==> src/rtl/bju_pipe.sv <==
// Registered branch/jump resolution unit with a predictor-training update FIFO.
// Optional outcome counters are compiled in when BJU_PMU_EN is defined.
module bju_pipe #(
  parameter int unsigned BHTBTB_INDEX_WIDTH = 9,
  parameter int unsigned SLOTS_PER_SET      = 4,
  parameter int unsigned TARGET_WIDTH       = 32,
  parameter int unsigned UPD_FIFO_DEPTH     = 4
) (
  input  logic                                      clock,
  input  logic                                      reset_n,
  input  logic                                      in_valid,
  output logic                                      in_ready,
  input  logic [63:0]                               src1,
  input  logic [63:0]                               src2,
  input  logic [63:0]                               imm,
  input  logic [47:0]                               pc,
  input  logic [5:0]                                cx_type,
  input  logic                                      is_unsigned,
  input  logic                                      predict_taken,
  input  logic [TARGET_WIDTH-1:0]                   predict_target,
  input  logic                                      flush,
  output logic                                      out_valid,
  output logic [63:0]                               dest,
  output logic                                      redirect_valid,
  output logic [47:0]                               redirect_target,
  output logic                                      bht_upd_valid,
  input  logic                                      bht_upd_ready,
  output logic [BHTBTB_INDEX_WIDTH-1:0]             bht_upd_index,
  output logic [$clog2(SLOTS_PER_SET)-1:0]          bht_upd_slot,
  output logic                                      bht_upd_inc,
  output logic                                      btb_upd_valid,
  input  logic                                      btb_upd_ready,
  output logic [BHTBTB_INDEX_WIDTH-1:0]             btb_upd_index,
  output logic [SLOTS_PER_SET*TARGET_WIDTH:0]       btb_upd_wmask,
  output logic [SLOTS_PER_SET*TARGET_WIDTH:0]       btb_upd_din
`ifdef BJU_PMU_EN
  ,
  output logic [31:0]                               pmu_cnt_s1,
  output logic [31:0]                               pmu_cnt_s2,
  output logic [31:0]                               pmu_cnt_s3,
  output logic [31:0]                               pmu_cnt_s4,
  output logic [31:0]                               pmu_cnt_s5
`endif
);

  localparam int unsigned SLOT_BITS = $clog2(SLOTS_PER_SET);
  localparam int unsigned SET_W     = SLOTS_PER_SET*TARGET_WIDTH+1;
  localparam int unsigned PTR_W     = $clog2(UPD_FIFO_DEPTH);
  localparam int unsigned CNT_W     = $clog2(UPD_FIFO_DEPTH+1);
  localparam logic [CNT_W-1:0] FULL_CNT = CNT_W'(UPD_FIFO_DEPTH);

  typedef struct packed {
    logic [BHTBTB_INDEX_WIDTH-1:0] index;
    logic [SLOT_BITS-1:0]          slot;
    logic                          inc;
    logic                          btb_wr;
    logic [TARGET_WIDTH-1:0]       target;
  } upd_t;

  upd_t             fifo_q [UPD_FIFO_DEPTH];
  logic [PTR_W-1:0] rd_ptr, wr_ptr;
  logic [CNT_W-1:0] count_q;
  logic             bht_done, btb_done;

  logic        cond_eq, cond_lt, taken, tgt_match;
  logic        s1, s2, s3, s4, s5;
  logic [47:0] jalr_sum, br_target, pc_plus4;
  logic        accept, push, pop, nonempty;
  logic        bht_fire, btb_fire, bht_complete, btb_complete;
  upd_t        head, new_entry;
  logic        unused_imm;

  assign unused_imm = ^imm[63:48];

  always_comb begin
    cond_eq   = (src1 == src2);
    cond_lt   = is_unsigned ? (src1 < src2) : ($signed(src1) < $signed(src2));
    taken     = cx_type[0] | cx_type[1] | (cx_type[2] & cond_eq) | (cx_type[3] & ~cond_eq)
              | (cx_type[4] & cond_lt) | (cx_type[5] & ~cond_lt);
    jalr_sum  = src1[47:0] + imm[47:0];
    br_target = cx_type[1] ? {jalr_sum[47:1], 1'b0} : (pc + imm[47:0]);
    pc_plus4  = pc + 48'd4;
    tgt_match = (br_target[TARGET_WIDTH-1:0] == predict_target);
    s1 = taken & predict_taken & tgt_match;
    s2 = taken & predict_taken & ~tgt_match;
    s3 = taken & ~predict_taken;
    s4 = ~taken & predict_taken;
    s5 = ~taken & ~predict_taken;
  end

  assign in_ready = (count_q != FULL_CNT);
  assign accept   = in_valid & in_ready & ~flush;
  assign push     = accept;
  assign nonempty = (count_q != '0);

  always_comb begin
    new_entry        = '0;
    new_entry.index  = pc[BHTBTB_INDEX_WIDTH+SLOT_BITS+1:SLOT_BITS+2];
    new_entry.slot   = pc[SLOT_BITS+1:2];
    new_entry.inc    = taken;
    new_entry.btb_wr = s2 | s3;
    new_entry.target = br_target[TARGET_WIDTH-1:0];
  end

  // Head retires only once both of its parts have handshaken, in any order.
  assign head          = fifo_q[rd_ptr];
  assign bht_upd_valid = nonempty & ~bht_done;
  assign btb_upd_valid = nonempty & head.btb_wr & ~btb_done;
  assign bht_fire      = bht_upd_valid & bht_upd_ready;
  assign btb_fire      = btb_upd_valid & btb_upd_ready;
  assign bht_complete  = bht_done | bht_fire;
  assign btb_complete  = ~head.btb_wr | btb_done | btb_fire;
  assign pop           = nonempty & bht_complete & btb_complete;

  assign bht_upd_index = head.index;
  assign bht_upd_slot  = head.slot;
  assign bht_upd_inc   = head.inc;
  assign btb_upd_index = head.index;

  always_comb begin
    btb_upd_wmask = '0;
    btb_upd_din   = '0;
    if (head.btb_wr) begin
      btb_upd_wmask[SET_W-1] = 1'b1;
      btb_upd_din[SET_W-1]   = 1'b1;
      btb_upd_wmask[head.slot*TARGET_WIDTH +: TARGET_WIDTH] = '1;
      btb_upd_din[head.slot*TARGET_WIDTH +: TARGET_WIDTH]   = head.target;
    end
  end

  always_ff @(posedge clock or negedge reset_n) begin
    if (!reset_n) begin
      for (int unsigned i = 0; i < UPD_FIFO_DEPTH; i++) fifo_q[i] <= '0;
      rd_ptr   <= '0;
      wr_ptr   <= '0;
      count_q  <= '0;
      bht_done <= 1'b0;
      btb_done <= 1'b0;
    end else begin
      if (push) begin
        fifo_q[wr_ptr] <= new_entry;
        wr_ptr         <= wr_ptr + PTR_W'(1);
      end
      if (pop) begin
        rd_ptr   <= rd_ptr + PTR_W'(1);
        bht_done <= 1'b0;
        btb_done <= 1'b0;
      end else begin
        if (bht_fire) bht_done <= 1'b1;
        if (btb_fire) btb_done <= 1'b1;
      end
      count_q <= count_q + CNT_W'(push) - CNT_W'(pop);
    end
  end

  always_ff @(posedge clock or negedge reset_n) begin
    if (!reset_n) begin
      out_valid       <= 1'b0;
      dest            <= '0;
      redirect_valid  <= 1'b0;
      redirect_target <= '0;
    end else begin
      out_valid      <= accept;
      redirect_valid <= accept & (s2 | s3 | s4);
      if (accept) begin
        dest            <= {16'b0, pc_plus4};
        redirect_target <= s4 ? pc_plus4 : br_target;
      end
    end
  end

`ifdef BJU_PMU_EN
  always_ff @(posedge clock or negedge reset_n) begin
    if (!reset_n) begin
      pmu_cnt_s1 <= '0;
      pmu_cnt_s2 <= '0;
      pmu_cnt_s3 <= '0;
      pmu_cnt_s4 <= '0;
      pmu_cnt_s5 <= '0;
    end else if (accept) begin
      if (s1) pmu_cnt_s1 <= pmu_cnt_s1 + 32'd1;
      if (s2) pmu_cnt_s2 <= pmu_cnt_s2 + 32'd1;
      if (s3) pmu_cnt_s3 <= pmu_cnt_s3 + 32'd1;
      if (s4) pmu_cnt_s4 <= pmu_cnt_s4 + 32'd1;
      if (s5) pmu_cnt_s5 <= pmu_cnt_s5 + 32'd1;
    end
  end
`endif

endmodule
==> config.mk <==
export PLATFORM = sky130hd
export DESIGN_NAME = bju_pipe
export DESIGN_NICKNAME = d
export VERILOG_FILES = /design/src/rtl/bju_pipe.sv
export SDC_FILE = /design/constraint.sdc
export NUM_CORES = 1
export LEC_CHECK = 0
export ABC_AREA = 1
export ABC_CLOCK_PERIOD_IN_PS = 6900
export BUFFER_PORTS_ARGS = -buffer_cell sky130_fd_sc_hd__buf_4
export CAP_MARGIN = 10
export CORE_MARGIN = 1
export CORE_UTILIZATION = 35
export DETAILED_ROUTE_END_ITERATION = 12
export PLACE_DENSITY_LB_ADDON = 0.12
export SYNTH_ARGS = -nofsm -noshare
export SYNTH_HDL_FRONTEND = slang
export SYNTH_SLANG_ARGS = --single-unit
==> constraint.sdc <==
create_clock -name clock -period 6.9 [get_ports clock]
set_clock_uncertainty 0.2 [all_clocks]
set_input_delay 0.345 -clock clock [delete_from_list [all_inputs] [get_ports clock]]
set_output_delay 0.345 -clock clock [all_outputs]
set_load 0.005 [all_outputs]
==> metrics, run 1 <==
DRT Pass-1 Iters 5; Worst-path clk slew 70 ps; final total power 10.2 mW; post-route ant nets 0; drt via density 4.99; Post-synth EDFFs 0; Final Critical Period 5440 ps; clock network power share 0.178; first-pass GRT wire length 151,000 um; RSZ-0062 raised after global routing false; Worst-Skew Late Latency 570 ps; Reg area 7180 um^2; synth warn 0; CP startpoint kind flip-flop; # DRC 0; sequential power share 0.280; critical path peak fanout 40; CP Class reg -> out; row cnt 98; root buffer cell clkbuf_16; Die ar. 73,800 um^2; Setup TNS Final 0 ps; vias 27,000; Comb power frac 0.542; crit-path cells inv_2 > buf_4 > nand2_1 > a32oi_2 > ha_1 > inv_1 > nor2_2 > buf_4 > nand2_1 > nor2_1 > buf_4; filler-free cell count of the finished design 5,420; most frequent cells in the layout 1,230 x nand2_1, 666 x buf_4, 493 x inv_1; Max Cap Viol 0; Worst Path Required 6360 ps; Nets 4,900; GRT overflow 0; CP peak stage delay 730 ps; Synth async-reset ratio 1.00; Met2 Routed Length 49,400 um; hpwl dp 81,900 um; Port Buf Inserts 649; status finished, final reports clean; drt total wl 102,000 um; Mapped Area 25,400 um^2; sw frac 0.436; leakage power 17.2 nW; PwrDens 325 nW/um^2; commonest non-fill, non-tap cell in the layout nand2_1; CTS tree done; max-slew violation count 0; placed cells 5,327; chip height 272 um; Int Pwr 5.78 mW; Peak VDD IR 313 uV; DR WL/cell 18.8 um; num ports 682; HP Class in -> reg; Slew @ Worst Pin 1160 ps; syn avg cell area 6.40 um^2; initial antenna violation count 6; Main synth FF type dfrtp_1; Max clock buf depth 3; Fin. Hold Viols 0; total clock sinks 287; Most common cell on crit path buf_4; pin count of the biggest net entering global routing 144; area occupied by multi-input gates 14,800 um^2; cts repair resizes 0; library cells used by synthesis 58; gpl congestion 0.956; GR Util All Layers 0.265; number of global-route vias before repair 25,300; layout cells sized above 1 0.178; arrival time at the worst endpoint 4890 ps; Syn Inst Count 3,977; chip width 272 um; switching power 4.46 mW; core area 71,700 um^2; #FFs+latches synth 287; top routing layer used met4; Seq/Total Area, Yosys 0.282; P&R area growth vs syn 24.1%; Num CTS Buffers 31; Max Fclk 184 MHz; Initial Util 0.355; Worst slew margin 0.226; Slowest cell on crit path nand2_1; met3 WL 5640 um; setup violators final 0; final cycle utilization of the critical path 0.788; initial DRC count 1,915; Crit. End Element output port; M1 WL 43,900 um; CTS H-tree lvls 1; filler cell count 7,795
worst paths after layout:
kind	end	slack [ps]	cells after the start	from
max	btb_upd_din[56]	1460	11	rd_ptr[0]
min	dest[3]	40	4	pc[3]
max reg2reg	count_q[2]	2840	13	rd_ptr[0]
min reg2reg	fifo_q[129]	280	2	fifo_q[129]
max in group asynchronous	rd_ptr[0]	4910	3	reset_n
min in group asynchronous	fifo_q[66]	160	2	reset_n
cells in the mapped netlist (6+ instances only):
master | instances | share of area
nand2_1 | 1234 | 0.18
inv_1 | 493 | 0.073
nor2_1 | 361 | 0.053
o21ai_0 | 327 | 0.064
dfrtp_1 | 287 | 0.28
nand3_1 | 272 | 0.054
a21oi_1 | 180 | 0.035
ha_1 | 170 | 0.084
buf_4 | 154 | 0.045
clkbuf_1 | 96 | 0.014
nor3_1 | 55 | 0.011
xor2_1 | 46 | 0.016
nand4_1 | 43 | 0.011
a32o_1 | 32 | 0.013
nand3b_1 | 28 | 0.0083
buf_1 | 19 | 0.0028
xnor2_1 | 15 | 0.0052
buf_2 | 13 | 0.0026
o21bai_1 | 12 | 0.0035
nor4_1 | 11 | 0.0027
inv_2 | 10 | 0.0015
o22ai_1 | 10 | 0.0025
nand2_2 | 9 | 0.0022
a31oi_1 | 8 | 0.0020
nor2_2 | 8 | 0.0020
o21a_1 | 8 | 0.0024
or2_2 | 8 | 0.0020
and3_1 | 7 | 0.0017
o21ai_2 | 6 | 0.0021
registers in the layout, summed over array words and instances (netlist names):
signal,flops
fifo_q,180
dest,48
redirect_target,48
count_q,3
rd_ptr,2
wr_ptr,2
bht_done,1
btb_done,1
out_valid,1
redirect_valid,1
metrics by stage:
| stage | area, um^2 | utilization | worst slack [ps] | hold slack [ps] |
|---|---|---|---|---|
| 3_3_place_gp | 30100 | 0.420 | 2020 | 180 |
| 3_5_place_dp | 30100 | 0.420 | 2000 | 178 |
| 6_report | 31600 | 0.440 | 1460 | 42.7 |
| 5_1_grt | 31600 | 0.440 | 1140 | 23.2 |
| 4_1_cts | 31600 | 0.440 | 1380 | 10.7 |
| 2_1_floorplan | 25500 | - | 2810 | -151 |
power groups by stage:
| stage | combinational (mW) | sequential, mW | clock, mW |
|---|---|---|---|
| final | 5.55 | 2.87 | 1.82 |
| after global routing | 6.10 | 2.96 | 1.92 |
| after CTS | 5.59 | 2.87 | 1.86 |
| after detailed placement | 5.57 | 2.89 | 0 |
| after global placement | 5.54 | 2.88 | 0 |
| after floorplan | 3.55 | 2.76 | 0 |
worst max-delay path, delay by kind of cell, from the launching register on:
kind                       cells  cell delay [ps]
and+or+nand+nor                4             1260
AOI/OAI and AO/OA              1              580
buffers and inverters          5             1490
DFF                            1              690
adders and majority gates      1              260
cell families after synthesis:
kind of cell               count (synthesis)  share of synthesized area
and+or+nand+nor                         2056                      0.337
buffers and inverters                    787                      0.140
AOI/OAI and AO/OA                        611                      0.133
DFF                                      287                      0.282
adders and majority gates                173                     0.0860
xor gates and xnor gates                  61                     0.0210
other                                      1                   0.000147
muxes                                      1                   0.000393
cell type report:
cell class,instances,share of cell area
clock buffer,40,0.0275
sequential,287,0.228
antenna,5,0.000396
tap,950,0.0377
clock inverter,17,0.00793
inverter,504,0.0599
timing repair buffer,699,0.169
multi-input combinational,2918,0.470
what timing repair did:
item,4_1_cts,5_1_grt
hold endpoints to repair,133,0
setup buffers,0,0
hold buffers,31,0
per-layer routing:
layer / up-vias / GRT usage
met5: - / 0
met4: 0 / 0.0819
met3: 103 / 0.0252
met2: 879 / 0.461
met1: 12500 / 0.344
li1: 13600 / -
Note: power is estimated with default switching activity, not from simulation.
==> inputs of run 2 (changes only) <==
Settings changed: ABC_AREA 1 to 0, ABC_CLOCK_PERIOD_IN_PS 6900 to 5100, CORE_AREA set to 2 2 263 265, CORE_MARGIN 1 to unset, CORE_UTILIZATION 35 to unset, DIE_AREA set to 0 0 265 267.
Clock period 6.9 ns to 5.1 ns, I/O delays scaled along.
==> run 2 against run 1 <==
Net effect: synthesized area is 7.2% lower; utilization is 0.32 points higher; synthesized cell count shrank 31%; largest power group unchanged; sequential power rose by 35%; highest routed layer is now met5; first-iteration DRC count decreased by 3.8%; count of clock-buffer cells in the layout grew 12; die area shrank 4.1%; largest cell class unchanged; combinational power up 28%; critical path depth up 4.
==> metrics, run 2 <==
top post-synthesis cells by count 359 x nand2_1, 287 x dfrtp_1, 281 x o21ai_0; DR WL/cell 22.9 um (+22%); hpwl dp 77,600 um (-5.3%); Largest register FFs 180 (unchanged); Yosys top cell area share 0.304 (+0.0220); initial DRC count 1,842 (-3.8%); Hold Path Sink dest[2]; Post-synth EDFFs 0 (unchanged); synth warn 0 (unchanged); WHS Path Cells 3 (-1); chip width 265 um (-2.4%); initial antenna violation count 9 (+3); root buffer cell clkbuf_16; Slew @ Worst Pin 1140 ps (-17.8 ps); met3 WL 6350 um (+12%); Die ar. 70,800 um^2 (-4.1%); vias 22,400 (-17%); Nets 3,712 (-24%); GRT overflow 0 (unchanged); Main synth FF type dfrtp_1; most frequent cells in the layout 694 x buf_4, 355 x nand2_1, 285 x dfrtp_1; Reg area 7180 um^2 (about the same); biggest registers after layout fifo_q x180, dest x48, redirect_target x48; Peak VDD IR 288 uV (-8.2%); Seq/Total Area, Yosys 0.304 (+0.0220); Max clock buf depth 3 (unchanged); filler cell count 6,715 (-14%); drt total wl 95,200 um (-6.5%); Final Critical Period 4660 ps; P&R area growth vs syn 27.7%; Mapped Area 23,600 um^2 (-7.2%); Crit. End Element flip-flop; Core Util, Final 0.443 (+0.00319); Syn Inst Count 2,732 (-31%); Synth area leaders dfrtp_1 30%, ha_1 9.0%, o21ai_0 6.0%; setup violators final 0 (unchanged); commonest non-fill, non-tap cell in the layout buf_4; Worst slew margin 0.236 (+0.00914); leakage power 14.5 nW (-16%); HP Class in -> reg; drt via density 5.38 (+7.9%); Port Buf Inserts 649 (unchanged); Worst Path Required 5280 ps (-1080 ps); #FFs+latches synth 287 (unchanged); worst reg2reg endpoint count_q[2]; pin count of the biggest net entering global routing 137 (-4.9%); CTS tree done; Max Cap Viol 0 (unchanged); CTS H-tree lvls 2 (+1); cell with the most instances after synthesis nand2_1; arrival time at the worst endpoint 4850 ps (-40 ps); number of global-route vias before repair 21,700 (-14%); top routing layer used met5; Max Fclk 215 MHz; Reg2Reg Depth 9 (-4); post-route ant nets 0 (unchanged); # DRC 0 (unchanged); first-pass GRT wire length 137,000 um (-9.2%); Num CTS Buffers 35 (+13%); num ports 682 (unchanged); layout cells sized above 1 0.279 (+0.101); core area 68,000 um^2 (-5.2%); M1 WL 40,500 um (-7.8%); Setup TNS Final 0 ps (unchanged); Hold Crit Start pc[2]; syn avg cell area 8.64 um^2 (+35%); Reg2Reg Setup Slack 1520 ps (-1320 ps); row cnt 96 (-2.0%); total clock sinks 287 (unchanged); status finished, final reports clean; reg2reg start rd_ptr[0]; CP Class in -> reg; Initial Util 0.347 (-0.00747); DRT Pass-1 Iters 6 (+1); chip height 267 um (-1.7%); Critical path origin pc[0]; Met2 Routed Length 44,600 um (-9.6%); critical path peak fanout 6 (-85%); max-slew violation count 0 (unchanged); RSZ-0062 raised after global routing false; area occupied by multi-input gates 14,400 um^2 (-2.8%); library cells used by synthesis 97 (+67%); Synth area leader dfrtp_1; Worst-Skew Late Latency 550 ps (-20 ps); Fin. Hold Viols 0 (unchanged); Worst-path clk slew 60 ps (about the same); Largest Register fifo_q; Synth async-reset ratio 1.00 (unchanged); final cycle utilization of the critical path 0.914; GR Util All Layers 0.259 (-0.00590); PwrDens 449 nW/um^2 (+38%); gpl congestion 0.921 (-3.6%); CP startpoint kind input pin
==> run 2: cell count changes in the layout (fill, tap and decap cells not counted), sizes merged, moves of 62 or more <==
cell,previous run,this run
mux2,0,82
nor2,371,131
xnor2,15,77
inv,506,108
nand2,1243,359
and2,3,111
nand3,276,44
==> run 2: worst max path at each step <==
stage	to	slack [ps]	cells past startpoint
final	fifo_q[167]	440	15
after detailed placement	fifo_q[167]	500	14
after global placement	redirect_valid	600	14
after global routing	btb_upd_din[60]	230	9
after floorplan	btb_upd_din[10]	1070	9
after CTS	fifo_q[167]	470	15
==> run 2: cell type report <==
cell class / instances / area share
Antenna cell: 6 / 0.000498
Sequential cell: 287 / 0.238
Clock buffer: 52 / 0.0349
Inverter: 108 / 0.0135
Clock inverter: 8 / 0.00374
Tap cell: 882 / 0.0366
Timing Repair Buffer: 754 / 0.194
Multi-Input combinational cell: 2067 / 0.478
==> run 2: logic make-up (layout without fill, tap and decap cells) <==
family          count (synthesis)  in the layout  synth area share
compound gates                703            703             0.184
xor+xnor                      150            150            0.0587
other cells                     1             22          0.000159
simple gates                  879            879             0.181
fa+ha+maj                     173            173            0.0927
mux                           146            146            0.0913
buf+inv                       393            922            0.0881
flops                         287            287             0.304
==> run 2: per-layer routing <==
metal / vias to the layer above / GRT usage
li1: 10600 / -
met1: 10800 / 0.331
met2: 894 / 0.433
met3: 135 / 0.0485
met4: 2 / 0.0980
met5: - / 0
==> run 2: critical path, stage by stage <==
cell	delay [ps]
dlygate4sd3_1	540
buf_4	170
ha_1	220
fa_1	440
xor2_1	210
mux2i_4	340
xnor2_1	100
or4_1	470
a311oi_1	510
o2111ai_1	240
nor4b_2	260
o2111a_1	250
nand4bb_1	200
nor4_4	480
o21ai_1	150
==> run 2: timing repair <==
item / in CTS / in global routing
endpoints found under the hold margin: 165 / 0
hold buffers: 56 / 0
gates resized for setup: 0 / 0
setup buffers: 0 / 0
setup endpoints to repair: 0 / 0
==> run 2: where the power goes <==
| part | switching [mW] | leakage, nW | internal [mW] |
|---|---|---|---|
| logic | 3.64 | 10.3 | 3.48 |
| clock network | 1.00 | 0.561 | 1.53 |
| registers | 0.586 | 3.55 | 3.30 |
==> run 2: through the flow <==
step           total power [mW]  setup slack (ps)  instances  hold WS, ps  area (um^2)
6_report                   13.5               439       4164         59.6        30100
5_1_grt                    14.5               226       4162         47.8        30100
4_1_cts                    13.7               472       4158         10.7        30100
3_5_place_dp               11.1               497       4042          110        28400
3_3_place_gp               10.9               602       4042         86.5        28400
2_1_floorplan              8.23              1070       2747         -241        23700
==> inputs of run 3 (changes only) <==
Settings changed: ABC_CLOCK_PERIOD_IN_PS 5100 to 5850, GPL_TIMING_DRIVEN set to 0.
Clock period 5.1 ns to 5.85 ns, I/O delays scaled along.
==> run 3 against run 2 <==
Net effect: die area stayed put; clock power is 14% lower; wire length rose by 9.1%; utilization grew 1.8 points; design area rose by 4.2%; first-iteration DRC count increased by 2.0%; sequential share of layout area down 0.96 points; power is 5.2% lower; critical path depth is 5 lower; sequential power is 12% lower; critical path type is now reg -> out; critical endpoint is now btb_upd_din[29].
==> metrics, run 3 (synthesis results as in run 2) <==
status finished, final reports clean; PwrDens 409 nW/um^2 (-9.0%); Largest register FFs 180 (unchanged); root buffer cell clkbuf_16; RSZ-0062 raised after global routing false; chip width 265 um (unchanged); core area 68,000 um^2 (unchanged); num ports 682 (unchanged); critical path depth in cells 10 (-5); most frequent cells in the layout 799 x buf_4, 359 x nand2_1, 287 x dfrtp_1; biggest registers after layout fifo_q x180, dest x48, redirect_target x48; total clock sinks 287 (unchanged); initial antenna violation count 4 (-5); post-route ant nets 0 (unchanged); P&R area growth vs syn 33.0%; Placed Area 29,700 um^2 (+4.7%); pin count of the biggest net entering global routing 106 (-23%); pre-CTS setup slack 401 ps (-95.5 ps); CP startpoint kind flip-flop; Port Buf Inserts 649 (unchanged); met2 usage 0.495 (+0.0626); setup violators final 0 (unchanged); Reg2Reg Depth 13 (+4); Nets 3,946 (+6.3%); arrival time at the worst endpoint 4670 ps (-180 ps); gpl congestion 0.922 (about the same); initial DRC count 1,879 (+2.0%); hpwl dp 85,700 um (+11%); WHS Path Cells 3 (unchanged); final cycle utilization of the critical path 0.882; critical path peak fanout 33 (+27); Final Critical Period 5160 ps; Fin. Hold Viols 0 (unchanged); vias 23,800 (+6.2%); first-pass GRT wire length 150,000 um (+9.6%); Largest Register fifo_q; Setup TNS Final 0 ps (unchanged); met3 Resource Use GR 0.0378 (-0.0107); Peak VDD IR 201 uV (-30%); Crit path max-delay family buffers and inverters; Slowest cell on crit path mux4_2; CTS tree done; HP Class in -> reg; Buf+Inv Stages, Crit Path 5 (+3); # DRC 0 (unchanged); Worst Path Required 5360 ps (+80 ps); Worst-path clk slew 60 ps (about the same); Max Fclk 194 MHz; layout cells sized above 1 0.297 (+0.0182); commonest non-fill, non-tap cell in the layout buf_4; CP peak stage delay 690 ps (+150 ps); GRT overflow 0 (unchanged); setup repair bufs after CTS 0 (unchanged); Max Cap Viol 0 (unchanged); row cnt 96 (unchanged); number of global-route vias before repair 23,400 (+7.4%); Die ar. 70,800 um^2 (unchanged); GRT busiest layer met2; crit-path cells buf_1 > clkbuf_2 > mux4_2 > inv_1 > ha_1 > and2_2 > and4b_1 > clkbuf_1 > and2_1 > buf_4; Slew @ Worst Pin 1040 ps (-101 ps); DRT Pass-1 Iters 6 (unchanged); Initial Util 0.347 (unchanged); chip height 267 um (unchanged); Final WS setup 691 ps (+252 ps); Max clock buf depth 3 (unchanged); DR WL/cell 23.6 um (+3.4%); cell area after layout 31,400 um^2 (+4.2%); drt total wl 104,000 um (+9.1%); CTS H-tree lvls 2 (unchanged); Worst-Skew Late Latency 550 ps (about the same); CP Class reg -> out; drt via density 5.41 (+0.59%); max-slew violation count 0 (unchanged); leakage power 15.2 nW (+5.5%); Num CTS Buffers 34 (-2.9%); met1 GRT Util 0.358 (+0.0268); Crit. End Element output port; Worst slew margin 0.286 (+0.0502); final total power 12.8 mW (-5.2%); GR Util All Layers 0.283 (+0.0243)
-- run 3: worst paths after layout --
check,start,end,slack [ps]
worst max-delay path,rd_ptr[0],btb_upd_din[29],690
worst min-delay path,pc[26],dest[26],20
worst max register to register,count_q[1],count_q[2],1600
worst min register to register,fifo_q[12],fifo_q[12],280
max in group asynchronous,reset_n,fifo_q[145],4190
min in group asynchronous,reset_n,out_valid,220
-- run 3: what timing repair did --
item	in CTS	in global routing
endpoints found under the setup margin	30	10
hold buffers	51	0
gates resized for setup	1	2
hold endpoints to repair	172	0
-- run 3: layer usage --
metal  up-vias  routed length [um]
li1      11100                   -
met1     11700               42900
met2       940               51200
met3       129                6410
met4         0                3370
met5         -                   0
-- run 3: tightest hold or removal path, stage by stage --
cell and delay [ps]:
buf_4 100, xor2_1 160, o21ai_0 170
-- run 3: metrics by stage --
step                hold WS, ps   util  instances
floorplan                  -203      -       2747
global placement            256  0.436       4278
detailed placement          226  0.437       4281
CTS                       0.800  0.461       4391
global route               40.1  0.462       4394
finish                     21.2  0.462       4395
-- run 3: area by class of cell --
class,count,area [um^2]
Antenna cell,3,7.51
Tap cell,882,1100
Fill cell,6727,36600
Sequential cell,287,7180
Buffer,285,1680
Clock buffer,51,1050
Timing Repair Buffer,704,5480
Inverter,108,405
Clock inverter,8,72.6
Multi-Input combinational cell,2067,14400
-- run 3: report_power, final --
group | switching [mW] | internal (mW)
clock | 0.882 | 1.28
combinational | 3.49 | 3.78
sequential | 0.531 | 2.87
total | 4.90 | 7.94
